**src/rtl/mips_mem_arbiter.sv**
```systemverilog
// mips_mem_arbiter: shares one single-port memory between the IF fetch port
// and the MEM-stage data port. Each access holds mem_en for MEM_LATENCY+1
// cycles and is completed by a one-cycle ready pulse to the requester.
// Optional build macro: MEM_ARB_STARVE_GUARD_EN (forces IF ahead after
// STARVE_LIMIT consecutive losses to DM; default build is strict DM priority).
module mips_mem_arbiter #(
    parameter int WORD_WIDTH    = 32,
    parameter int MEM_ADDR_SIZE = 32,
    parameter int MEM_LATENCY   = 2,
    parameter int STARVE_LIMIT  = 4
) (
    input  logic                     clk,
    input  logic                     reset_n,
    input  logic                     if_req,
    input  logic [MEM_ADDR_SIZE-1:0] if_addr,
    output logic [WORD_WIDTH-1:0]    if_rdata,
    output logic                     if_ready,
    input  logic                     dm_req,
    input  logic                     dm_we,
    input  logic [MEM_ADDR_SIZE-1:0] dm_addr,
    input  logic [WORD_WIDTH-1:0]    dm_wdata,
    output logic [WORD_WIDTH-1:0]    dm_rdata,
    output logic                     dm_ready,
    output logic                     mem_en,
    output logic                     mem_we,
    output logic [MEM_ADDR_SIZE-1:0] mem_addr,
    output logic [WORD_WIDTH-1:0]    mem_wdata,
    input  logic [WORD_WIDTH-1:0]    mem_rdata,
    output logic                     busy
);

    typedef enum logic [1:0] {
        IDLE   = 2'd0,
        IF_ACC = 2'd1,
        DM_ACC = 2'd2
    } state_t;

    localparam logic [3:0] LAT = 4'(MEM_LATENCY);

    // Reject configurations the 4-bit wait counter or the starvation guard cannot honour.
    if (MEM_LATENCY < 0 || MEM_LATENCY > 15 || STARVE_LIMIT < 1) begin : g_bad_params
        $error("mips_mem_arbiter: MEM_LATENCY must be 0..15 and STARVE_LIMIT >= 1");
    end

    state_t                   r_state;
    logic [3:0]               r_cnt;
    logic                     r_mask_if;
    logic                     r_mask_dm;
    logic                     r_if_ready;
    logic                     r_dm_ready;
    logic [WORD_WIDTH-1:0]    r_if_rdata;
    logic [WORD_WIDTH-1:0]    r_dm_rdata;
    logic                     r_mem_en;
    logic                     r_mem_we;
    logic [MEM_ADDR_SIZE-1:0] r_mem_addr;
    logic [WORD_WIDTH-1:0]    r_mem_wdata;

    logic w_final;
    logic w_arb;
    logic w_if_elig;
    logic w_dm_elig;
    logic w_force_if;
    logic w_grant_if;
    logic w_grant_dm;

    // The last access edge is also an arbitration point; the requester just
    // served sits out that decision, and in IDLE the registered mask carries
    // the same exclusion for exactly one more decision.
    assign w_final    = (r_state != IDLE) && (r_cnt == 4'd0);
    assign w_arb      = (r_state == IDLE) || w_final;
    assign w_if_elig  = if_req && !((r_state == IDLE) ? r_mask_if : (r_state == IF_ACC));
    assign w_dm_elig  = dm_req && !((r_state == IDLE) ? r_mask_dm : (r_state == DM_ACC));
    assign w_grant_if = w_arb && w_if_elig && (!w_dm_elig || w_force_if);
    assign w_grant_dm = w_arb && w_dm_elig && !w_force_if;

`ifdef MEM_ARB_STARVE_GUARD_EN
    localparam int STARVE_W = $clog2(STARVE_LIMIT + 1);
    logic [STARVE_W-1:0] r_starve_cnt;

    assign w_force_if = w_if_elig && (r_starve_cnt >= STARVE_W'(STARVE_LIMIT));

    // Count IF losses to DM (saturating) and forget them once IF is granted.
    always_ff @(posedge clk or negedge reset_n) begin
        if (!reset_n) begin
            r_starve_cnt <= '0;
        end else if (w_grant_if) begin
            r_starve_cnt <= '0;
        end else if (w_grant_dm && w_if_elig && (r_starve_cnt < STARVE_W'(STARVE_LIMIT))) begin
            r_starve_cnt <= r_starve_cnt + 1'b1;
        end
    end
`else
    assign w_force_if = 1'b0;
`endif

    // Access sequencer: grant, count down wait states, capture read data and pulse ready.
    always_ff @(posedge clk or negedge reset_n) begin
        if (!reset_n) begin
            r_state     <= IDLE;
            r_cnt       <= 4'd0;
            r_mask_if   <= 1'b0;
            r_mask_dm   <= 1'b0;
            r_if_ready  <= 1'b0;
            r_dm_ready  <= 1'b0;
            r_if_rdata  <= '0;
            r_dm_rdata  <= '0;
            r_mem_en    <= 1'b0;
            r_mem_we    <= 1'b0;
            r_mem_addr  <= '0;
            r_mem_wdata <= '0;
        end else begin
            r_if_ready <= 1'b0;
            r_dm_ready <= 1'b0;
            if (w_final) begin
                if (r_state == IF_ACC) begin
                    r_if_rdata <= mem_rdata;
                    r_if_ready <= 1'b1;
                end else begin
                    if (!r_mem_we) begin
                        r_dm_rdata <= mem_rdata;
                    end
                    r_dm_ready <= 1'b1;
                end
            end
            if ((r_state != IDLE) && !w_final) begin
                r_cnt <= r_cnt - 4'd1;
            end else if (w_grant_dm) begin
                r_state     <= DM_ACC;
                r_cnt       <= LAT;
                r_mask_if   <= 1'b0;
                r_mask_dm   <= 1'b0;
                r_mem_en    <= 1'b1;
                r_mem_we    <= dm_we;
                r_mem_addr  <= dm_addr;
                r_mem_wdata <= dm_wdata;
            end else if (w_grant_if) begin
                r_state    <= IF_ACC;
                r_cnt      <= LAT;
                r_mask_if  <= 1'b0;
                r_mask_dm  <= 1'b0;
                r_mem_en   <= 1'b1;
                r_mem_we   <= 1'b0;
                r_mem_addr <= if_addr;
            end else begin
                r_state   <= IDLE;
                r_cnt     <= 4'd0;
                r_mask_if <= w_final && (r_state == IF_ACC);
                r_mask_dm <= w_final && (r_state == DM_ACC);
                r_mem_en  <= 1'b0;
                r_mem_we  <= 1'b0;
            end
        end
    end

    assign if_rdata  = r_if_rdata;
    assign if_ready  = r_if_ready;
    assign dm_rdata  = r_dm_rdata;
    assign dm_ready  = r_dm_ready;
    assign mem_en    = r_mem_en;
    assign mem_we    = r_mem_we;
    assign mem_addr  = r_mem_addr;
    assign mem_wdata = r_mem_wdata;
    assign busy      = (r_state != IDLE);

endmodule

```
**config.mk**
```make
export PLATFORM = sky130hd
export DESIGN_NAME = mips_mem_arbiter
export DESIGN_NICKNAME = d
export VERILOG_FILES = /design/src/rtl/mips_mem_arbiter.sv
export SDC_FILE = /design/constraint.sdc
export NUM_CORES = 1
export LEC_CHECK = 0
export ABC_AREA = 1
export BUFFER_PORTS_ARGS = -buffer_cell sky130_fd_sc_hd__buf_4
export CORE_AREA = 2 2 124 126
export CTS_BUF_LIST = sky130_fd_sc_hd__clkbuf_8
export DETAILED_ROUTE_END_ITERATION = 10
export DIE_AREA = 0 0 126 128
export GPL_ROUTABILITY_DRIVEN = 0
export PLACE_DENSITY = 0.69
export RECOVER_POWER = 50
export SLEW_MARGIN = 20
export SYNTH_ARGS = -nofsm -noshare
export SYNTH_HDL_FRONTEND = slang
export SYNTH_SLANG_ARGS = --single-unit
```
**constraint.sdc**
```tcl
create_clock -name clk -period 1.5 [get_ports clk]
set_clock_uncertainty 0.05 [all_clocks]
set_input_delay 0.15 -clock clk [delete_from_list [all_inputs] [get_ports clk]]
set_output_delay 0.15 -clock clk [all_outputs]
set_load 0.05 [all_outputs]
```
### Yosys cells after proc, flatten, opt, wreduce, memory -nomap -nowiden

Index checks and enable logic that the tools add are counted.

* equality and inequality tests: 2
* reduce and logical (&&, ||, !) cells: 22
* multiplexer cells: 20
* bitwise operators: 3
* $add $sub $neg: 1

Operators with widths (count)
* 2-to-1 mux 32 bit: 2
* 2-to-1 mux 1 bit: 14
* logical AND 1 bit: 9
* 2-to-1 mux 2 bit: 3
* AND reduction 2 bit: 3
* logical NOT 1 bit: 4
* logical NOT 4 bit: 1
* 2-to-1 mux 4 bit: 1
* nonzero test 2 bit: 2
* subtractor 4 x 1 -> 4 bit, second input constant: 1
* NOT 1 bit: 3
* AND reduction 3 bit: 1
* equality test 2 x 1 -> 1 bit, second input constant: 1
* equality test 2 bit, second input constant: 1
* logical NOT 2 bit: 1
* logical OR 1 bit: 1

* logic and storage cells: 60
* register bits after elaboration: 140
* input port bits: 133

### Longest topological paths before layout

Gate-level depths: netlist of the first run.

* depth in word-level cells: 9
* mapped depth: 11
* depth with buffers taken out: 9

### Least setup slack after synthesis of the first run

Ideal clock, no wire load.

* kind: reg-to-reg
* start point: register r_state[1]
* end point: register r_mem_addr[10] (netlist: mem_addr[10])
* cell stages (with the launch flop): 11
* clock period less this slack: 1.579 ns
* path buffers: 2
* data arrival time: 1.411 ns
* slack: -0.079 ns
* setup time: 0.118 ns
* required time: 1.332 ns
* cells stage by stage: dfrtp_1 -> inv_1 -> nand2_2 -> nand2_2 -> nand2_1 -> buf_6 -> buf_6 -> nand2_1 -> nand2_1 -> nand2_1 -> nand2_1

* elaborated cells on any way between the ends: 22

RTL lines
* start, declared: RTL line 45 `state_t r_state;`
* start signal, assigned: RTL line 99 `r_state <= IDLE;`
* start signal, assigned: RTL line 128 `r_state <= DM_ACC;`
* start signal, assigned: RTL line 137 `r_state <= IF_ACC;`
* nonzero test 2 bit (*)
* named net busy: RTL line 29 `output logic busy`
* logical AND 1 bit: RTL line 69 `assign w_final = (r_state != IDLE) && (r_cnt == 4'd0);`
* logical OR 1 bit: RTL line 70 `assign w_arb = (r_state == IDLE) || w_final;`
* logical AND 1 bit (2 in series): RTL line 73 `assign w_grant_if = w_arb && w_if_elig && (!w_dm_elig || w_force_if);`
* nonzero test 2 bit (no line)
* AND reduction 2 bit (no line)
* end signal, assigned: RTL line 134 `r_mem_addr <= dm_addr;`
* end signal, assigned: RTL line 143 `r_mem_addr <= if_addr;`
* end, declared: RTL line 55 `logic [MEM_ADDR_SIZE-1:0] r_mem_addr;`

Mark *: on every way through the listed nets, which the timed path passes. The rest lies on a longest branch.
A chain may end at the register's enable or synchronous reset.

### Final worst setup path of the first run

* start point: register r_cnt[1]
* end point: register r_mem_addr[9] (netlist: mem_addr[9])

* word-level cells in the longest chain between the ends: 7
* elaborated cells on any way between the ends: 12

Ends and longest elaborated chain
* start, declared: RTL line 46 `logic [3:0] r_cnt;`
* start signal, assigned: RTL line 126 `r_cnt <= r_cnt - 4'd1;`
* logical NOT 4 bit (*): RTL line 69
* logical AND 1 bit (*): RTL line 69
* logical OR 1 bit: RTL line 70
* logical AND 1 bit (2 in series): RTL line 73
* nonzero test 2 bit (no line)
* AND reduction 2 bit (no line)

Every way passes the cells marked *; elsewhere a longest branch is shown, timed or not.

==> impl_metrics.toml, run 1 <==
[placement]
post_dp_cell_area_um2 = 8190
io_buffers = 265
pre_cts_ws_ns = -0.0936
hpwlAfterDp_um = 11600

[cts]
h-tree-depth = 4
insertion_delay_ns = 0.45
cts_root_buf = "clkbuf_8"
cts_buffers = 17
path_clk_slew_ns = 0.08
cts_tree = "built"
cts.sinks = 140
cts_buffer_depth = 2

[layout]
syn2layout_area_growth_pct = 91.9
final_util_pct = 75.5
drive_gt1_share_pct = 45.8
nets = 1248
finish.instance_area_um2 = 11200

[outcome]
failed_checks = "setup timing"
status = "finished with violations"

[pwr]
p_leak_uw = 0.00588
power.total_uw = 29200
vdd_ir_drop_max_mv = 1.46
p_per_area_nw_per_um2 = 2600

[floorplanning]
core_area_um2 = 14900
start_util_pct = 39.4
die_area_um2 = 16100
io_pins = 266
die_w_um = 126
die_height_um = 128
rows = 45

[synth]
netlist_instances = 677
yosys.cell_count.top_type = "nand2_1"
yosys.cell_types.count = 23
seq_area_frac_synth_pct = 59.9
syn_nets = 812
ys_seq_elements = 140
ys.warnings.count = 0
syn_area_um2 = 5850
synth_flop_cell = "dfrtp_1"
async_flop_share_pct = 100
synth_area_per_cell_um2 = 8.64
synth_commonest_cells = "nand2_1 (296), dfrtp_1 (140), nand3_1 (70)"
ys_top_cells_by_area = "dfrtp_1 (60%), nand2_1 (19%), nand3_1 (6.0%)"
synth_top_area_share_pct = 59.9
synth_top_cell_by_area = "dfrtp_1"
synth_edf_count = 0

[critical_path]
cp_data_required_time_ns = 1.78
cp_slowest_cell = "dfrtp_1"
crit_arrival_ns = 1.89
cpPeakStageDelay_ns = 0.39
ff2ff_setup_slack_ns = -0.11
start_kind = "flop"
crit_chain = "inv_2 > ha_4 > nand3_4 > nand2_8 > nand2_8 > clkbuf_16 > nand2_1 > nand2_1 > nand2_1 > nand2_1"
path_class = "reg -> reg"
critPathCaptureType = "flop"
cp_common_cell = "nand2_1"
path_max_fanout = 6

[sta]
fmax_ghz = 0.621
period_share_pct = 107
setup_viol = 88
hold_violations = 0
period_needed_ns = 1.61
relSlewSlack_pct = 59.8
grt_setup_unrepaired = "yes"
setup_ws_ns = -0.110
worst_pin_slew_ns = 0.603
maxSlewViolCount = 0

[grt]
grt_antenna_before_repair = 1
grt_max_degree = 67
grt_pass1_wl_um = 30300
grt_overflow = 0
grt_pass1_vias = 6218
grt_usage_pct = 23.6

[route]
drt-wirelength-per-cell_um = 17.7
dr.first_iter.drc_count = 309
viasPerCell = 4.94
ant_nets = 0
wl_um = 23300
first_pass_iters = 5
drc_errors = 0
num_vias = 6504

[worst_hold_path]
hold_class = "in -> async"

[job]
maxCapViolations = 0
final timing paths:
path	cells past startpoint	endpoint	startpoint
min in group clk	6	mem_en	if_req
max	10	mem_addr[9]	r_cnt[1]
max reg2reg	10	mem_addr[9]	r_cnt[1]
max in group asynchronous	3	mem_addr[0]	reset_n
min reg2reg	2	mem_wdata[4]	mem_wdata[4]
min	2	if_rdata[16]	reset_n
registers in the layout (all words and copies together), names as in the netlist:
register	flops
r_mask_dm	1
r_cnt	4
mem_addr	32
r_state	2
mem_we	1
if_ready	1
r_mask_if	1
dm_ready	1
dm_rdata	32
mem_en	1
mem_wdata	32
if_rdata	32
cell type report:
class / count / area [um2]
timing repair buffer: 454 / 4250
fill: 950 / 3640
sequential: 140 / 3500
multi-input combinational: 456 / 2620
clock buffer: 19 / 262
tap: 188 / 235
inverter: 44 / 185
clock inverter: 13 / 160
antenna: 3 / 7.51
report_power, final:
part           internal [uW]  switching, uW  leakage [uW]
Combinational           6740          12300       0.00394
Sequential              5650           1270       0.00173
Clock                   1740           1510      0.000213
what timing repair did:
| action | CTS | global route |
|---|---|---|
| pin swaps | 2 | 40 |
| endpoints found under the setup margin | 97 | 135 |
| gates resized for setup | 23 | 236 |
| hold buffers | 130 | 0 |
| gates cloned | 3 | 24 |
| buffers inserted | 3 | 5 |
| endpoints found under the hold margin | 269 | 0 |
placed cells by master (no fill, tap or decap), types with 3 or more instances in the layout:
master,n
o21ai_2,8
clkbuf_8,19
buf_4,276
nand2_2,92
diode_2,3
nand2_8,5
inv_1,35
clkinv_2,4
inv_2,7
buf_12,11
dlygate4sd3_1,130
bufinv_16,3
dfrtp_1,140
nand2_4,35
clkbuf_4,3
buf_8,6
inv_6,4
o21ai_1,30
nand2_1,170
clkbuf_16,15
nand3_4,4
o21ai_0,29
buf_6,10
nand3_1,67
nor2_1,3
stage by stage:
stage / hold slack [ns] / setup TNS, ns / std cells
global placement: -0.0350 / -0.161 / 1118
floorplan: -0.196 / 0 / 677
finish: 0.168 / -3.72 / 1317
detailed placement: -0.0344 / -4.19 / 1118
CTS: 0.0417 / -1.26 / 1286
global route: 0.187 / -14.94 / 1315
routing by layer:
layer	vias up	share of wire (%)	GRT usage (%)
met5	-	0	0
met3	93	5.3	5.63
met1	3109	39	28.6
li1	3013	-	-
met2	289	52	39.0
met4	0	4.4	13.1
worst max-delay path, delay by kind of cell, from the launching register on:
family	cells	cell delay, ns
simple gates	7	0.63
flops	1	0.39
buf+inv	2	0.27
fa+ha+maj	1	0.14
cell families after synthesis:
kind of cell | share of synthesized area, %
compound gates | 6.07
simple gates | 26.5
buf+inv | 6.93
flops | 59.9
fa+ha+maj | 0.428
xor+xnor | 0.150
Power figures use the tool's default switching activity.
==> run 2: changes to the inputs <==
--- a/config.mk
+++ b/config.mk
@@ -12,7 +12,7 @@
 export DETAILED_ROUTE_END_ITERATION = 10
 export DIE_AREA = 0 0 126 128
 export GPL_ROUTABILITY_DRIVEN = 0
-export PLACE_DENSITY = 0.69
+export PLACE_DENSITY = 0.71
 export RECOVER_POWER = 50
 export SLEW_MARGIN = 20
 export SYNTH_ARGS = -nofsm -noshare
==> impl_metrics.toml, run 2 (synthesis results as in run 1) <==
[outcome]
status = "finished with violations"
failed_checks = "setup timing"

[layout]
layout_commonest_cell = "buf_4"
nFillCells = 1082
drive_gt1_share_pct = 34.3
syn2layout_area_growth_pct = 77.9
layout.area.seq_um2 = 3500
nets = 1236
final_cell_mix = "buf_4 (287), nand2_1 (282), dfrtp_1 (140), dlygate4sd3_1 (130), nand3_1 (69)"
antenna_cells = 0
multi_input_area_um2 = 2080

[cts]
cts_root_buf = "clkbuf_8"
cts_tree = "built"
path_clk_slew_ns = 0.08
cts_buffers = 17
h-tree-depth = 4
cts_buffer_depth = 2
insertion_delay_ns = 0.44
cts.sinks = 140

[route]
wl_um = 20800
first_pass_iters = 5
viasPerCell = 4.80
dr.first_iter.drc_count = 312
drc_errors = 0
num_vias = 6239
ant_nets = 0
drt-wirelength-per-cell_um = 16.0

[grt]
grt_usage_pct = 24.6
grt_max_degree = 67
grt_antenna_before_repair = 0
grt_pass1_vias = 6207
grt_pass1_wl_um = 31400
grt_overflow = 0

[sta]
tns_ns = -7.32
period_share_pct = 109
setup_viol = 103
worst_pin_slew_ns = 1.06
period_needed_ns = 1.64
fmax_ghz = 0.609
maxSlewViolCount = 0
hold_slack_ns = 0.213
hold_violations = 0
relSlewSlack_pct = 29.0
grt_setup_unrepaired = "yes"
setup_ws_ns = -0.141

[job]
maxCapViolations = 0

[critical_path]
crit_arrival_ns = 1.95
path_max_fanout = 17
cp_data_required_time_ns = 1.81
path_class = "reg -> reg"
critPathCaptureType = "flop"
ff2ff_setup_slack_ns = -0.14
start_kind = "flop"

[pwr]
power_frac_seq_pct = 25.4
switching_power_uw = 13700
pwr-share-clk_pct = 11.8
p_leak_uw = 0.00561
comb_power_share_pct = 62.7
internal_power_uw = 12900
vdd_ir_drop_max_mv = 1.48
p_sw_share_pct = 51.5
p_per_area_nw_per_um2 = 2550

[floorplanning]
start_util_pct = 39.4
core_area_um2 = 14900
io_pins = 266
die_w_um = 126
rows = 45
die_height_um = 128
die_area_um2 = 16100

[placement]
hpwlAfterDp_um = 11400
pre_cts_ws_ns = -0.118
io_buffers = 265

[worst_hold_path]
hold_class = "in -> reg"
==> run 2: cell types whose count changed in the layout (fill, tap and decap cells not counted), moves of 4 or more <==
cell       delta
nand2_8       -4
nand2_1     +112
buf_8         -6
buf_4        +11
clkbuf_16    -12
nand2_4      -28
buf_6         -5
nand2_2      -82
==> run 2: final timing paths <==
kind / endpoint / cells past startpoint / startpoint
worst min-delay path: mem_addr[31] / 6 / dm_req
min in group asynchronous: if_rdata[22] / 2 / reset_n
max in group asynchronous: mem_addr[31] / 3 / reset_n
worst max register to register: if_rdata[6] / 8 / r_cnt[0]
worst min register to register: mem_wdata[9] / 2 / mem_wdata[9]
worst max-delay path: if_rdata[6] / 8 / r_cnt[0]
==> run 2: per-layer routing <==
metal,part of all wire (%),GRT usage [%],wire length (um)
met5,0,0,0
met4,3.6,12.2,756
met3,5.8,5.72,1200
met2,51,42.0,10600
met1,40,29.3,8290
==> run 2: final cells by class <==
cell class	instances	share of cell area [%]
Sequential cell	140	33.7
Clock inverter	12	1.41
Timing Repair Buffer	445	38.5
Clock buffer	19	2.51
Tap cell	188	2.26
Multi-Input combinational cell	453	20.0
Inverter	44	1.61
==> run 2: timing repair <==
| item | 4_1_cts | 5_1_grt |
|---|---|---|
| resized for setup | 58 | 24 |
| endpoints found under the setup margin | 133 | 135 |
| hold endpoints to repair | 269 | 0 |
| gates cloned | 5 | 5 |
| setup buffers | 4 | 3 |
| pin swaps | 0 | 2 |
| hold buffers | 130 | 0 |
==> run 2: worst max-delay path, cell delays in order (launching register included) <==
cell and delay (ns):
dfrtp_1 0.39, inv_2 0.08, ha_4 0.14, nand3_4 0.07, buf_6 0.13, inv_1 0.11
nand3_4 0.16, clkbuf_16 0.23, o21ai_1 0.19
==> run 2: through the flow <==
step / util [%] / area (um2) / power, uW / cells
after floorplan: - / 5860 / 16800 / 677
after global routing: 70.0 / 10400 / 28000 / 1301
after detailed placement: 55.5 / 8240 / 21800 / 1123
after global placement: 55.5 / 8240 / 21600 / 1123
after CTS: 68.9 / 10200 / 26100 / 1293
final: 70.0 / 10400 / 26600 / 1301
==> run 2: power groups by stage <==
stage	clock, uW	sequential [uW]	combinational [uW]
floorplan	0	12700	4140
global placement	0	6670	14900
detailed placement	0	6670	15200
CTS	3240	6680	16200
global route	3410	6970	17700
finish	3150	6750	16700
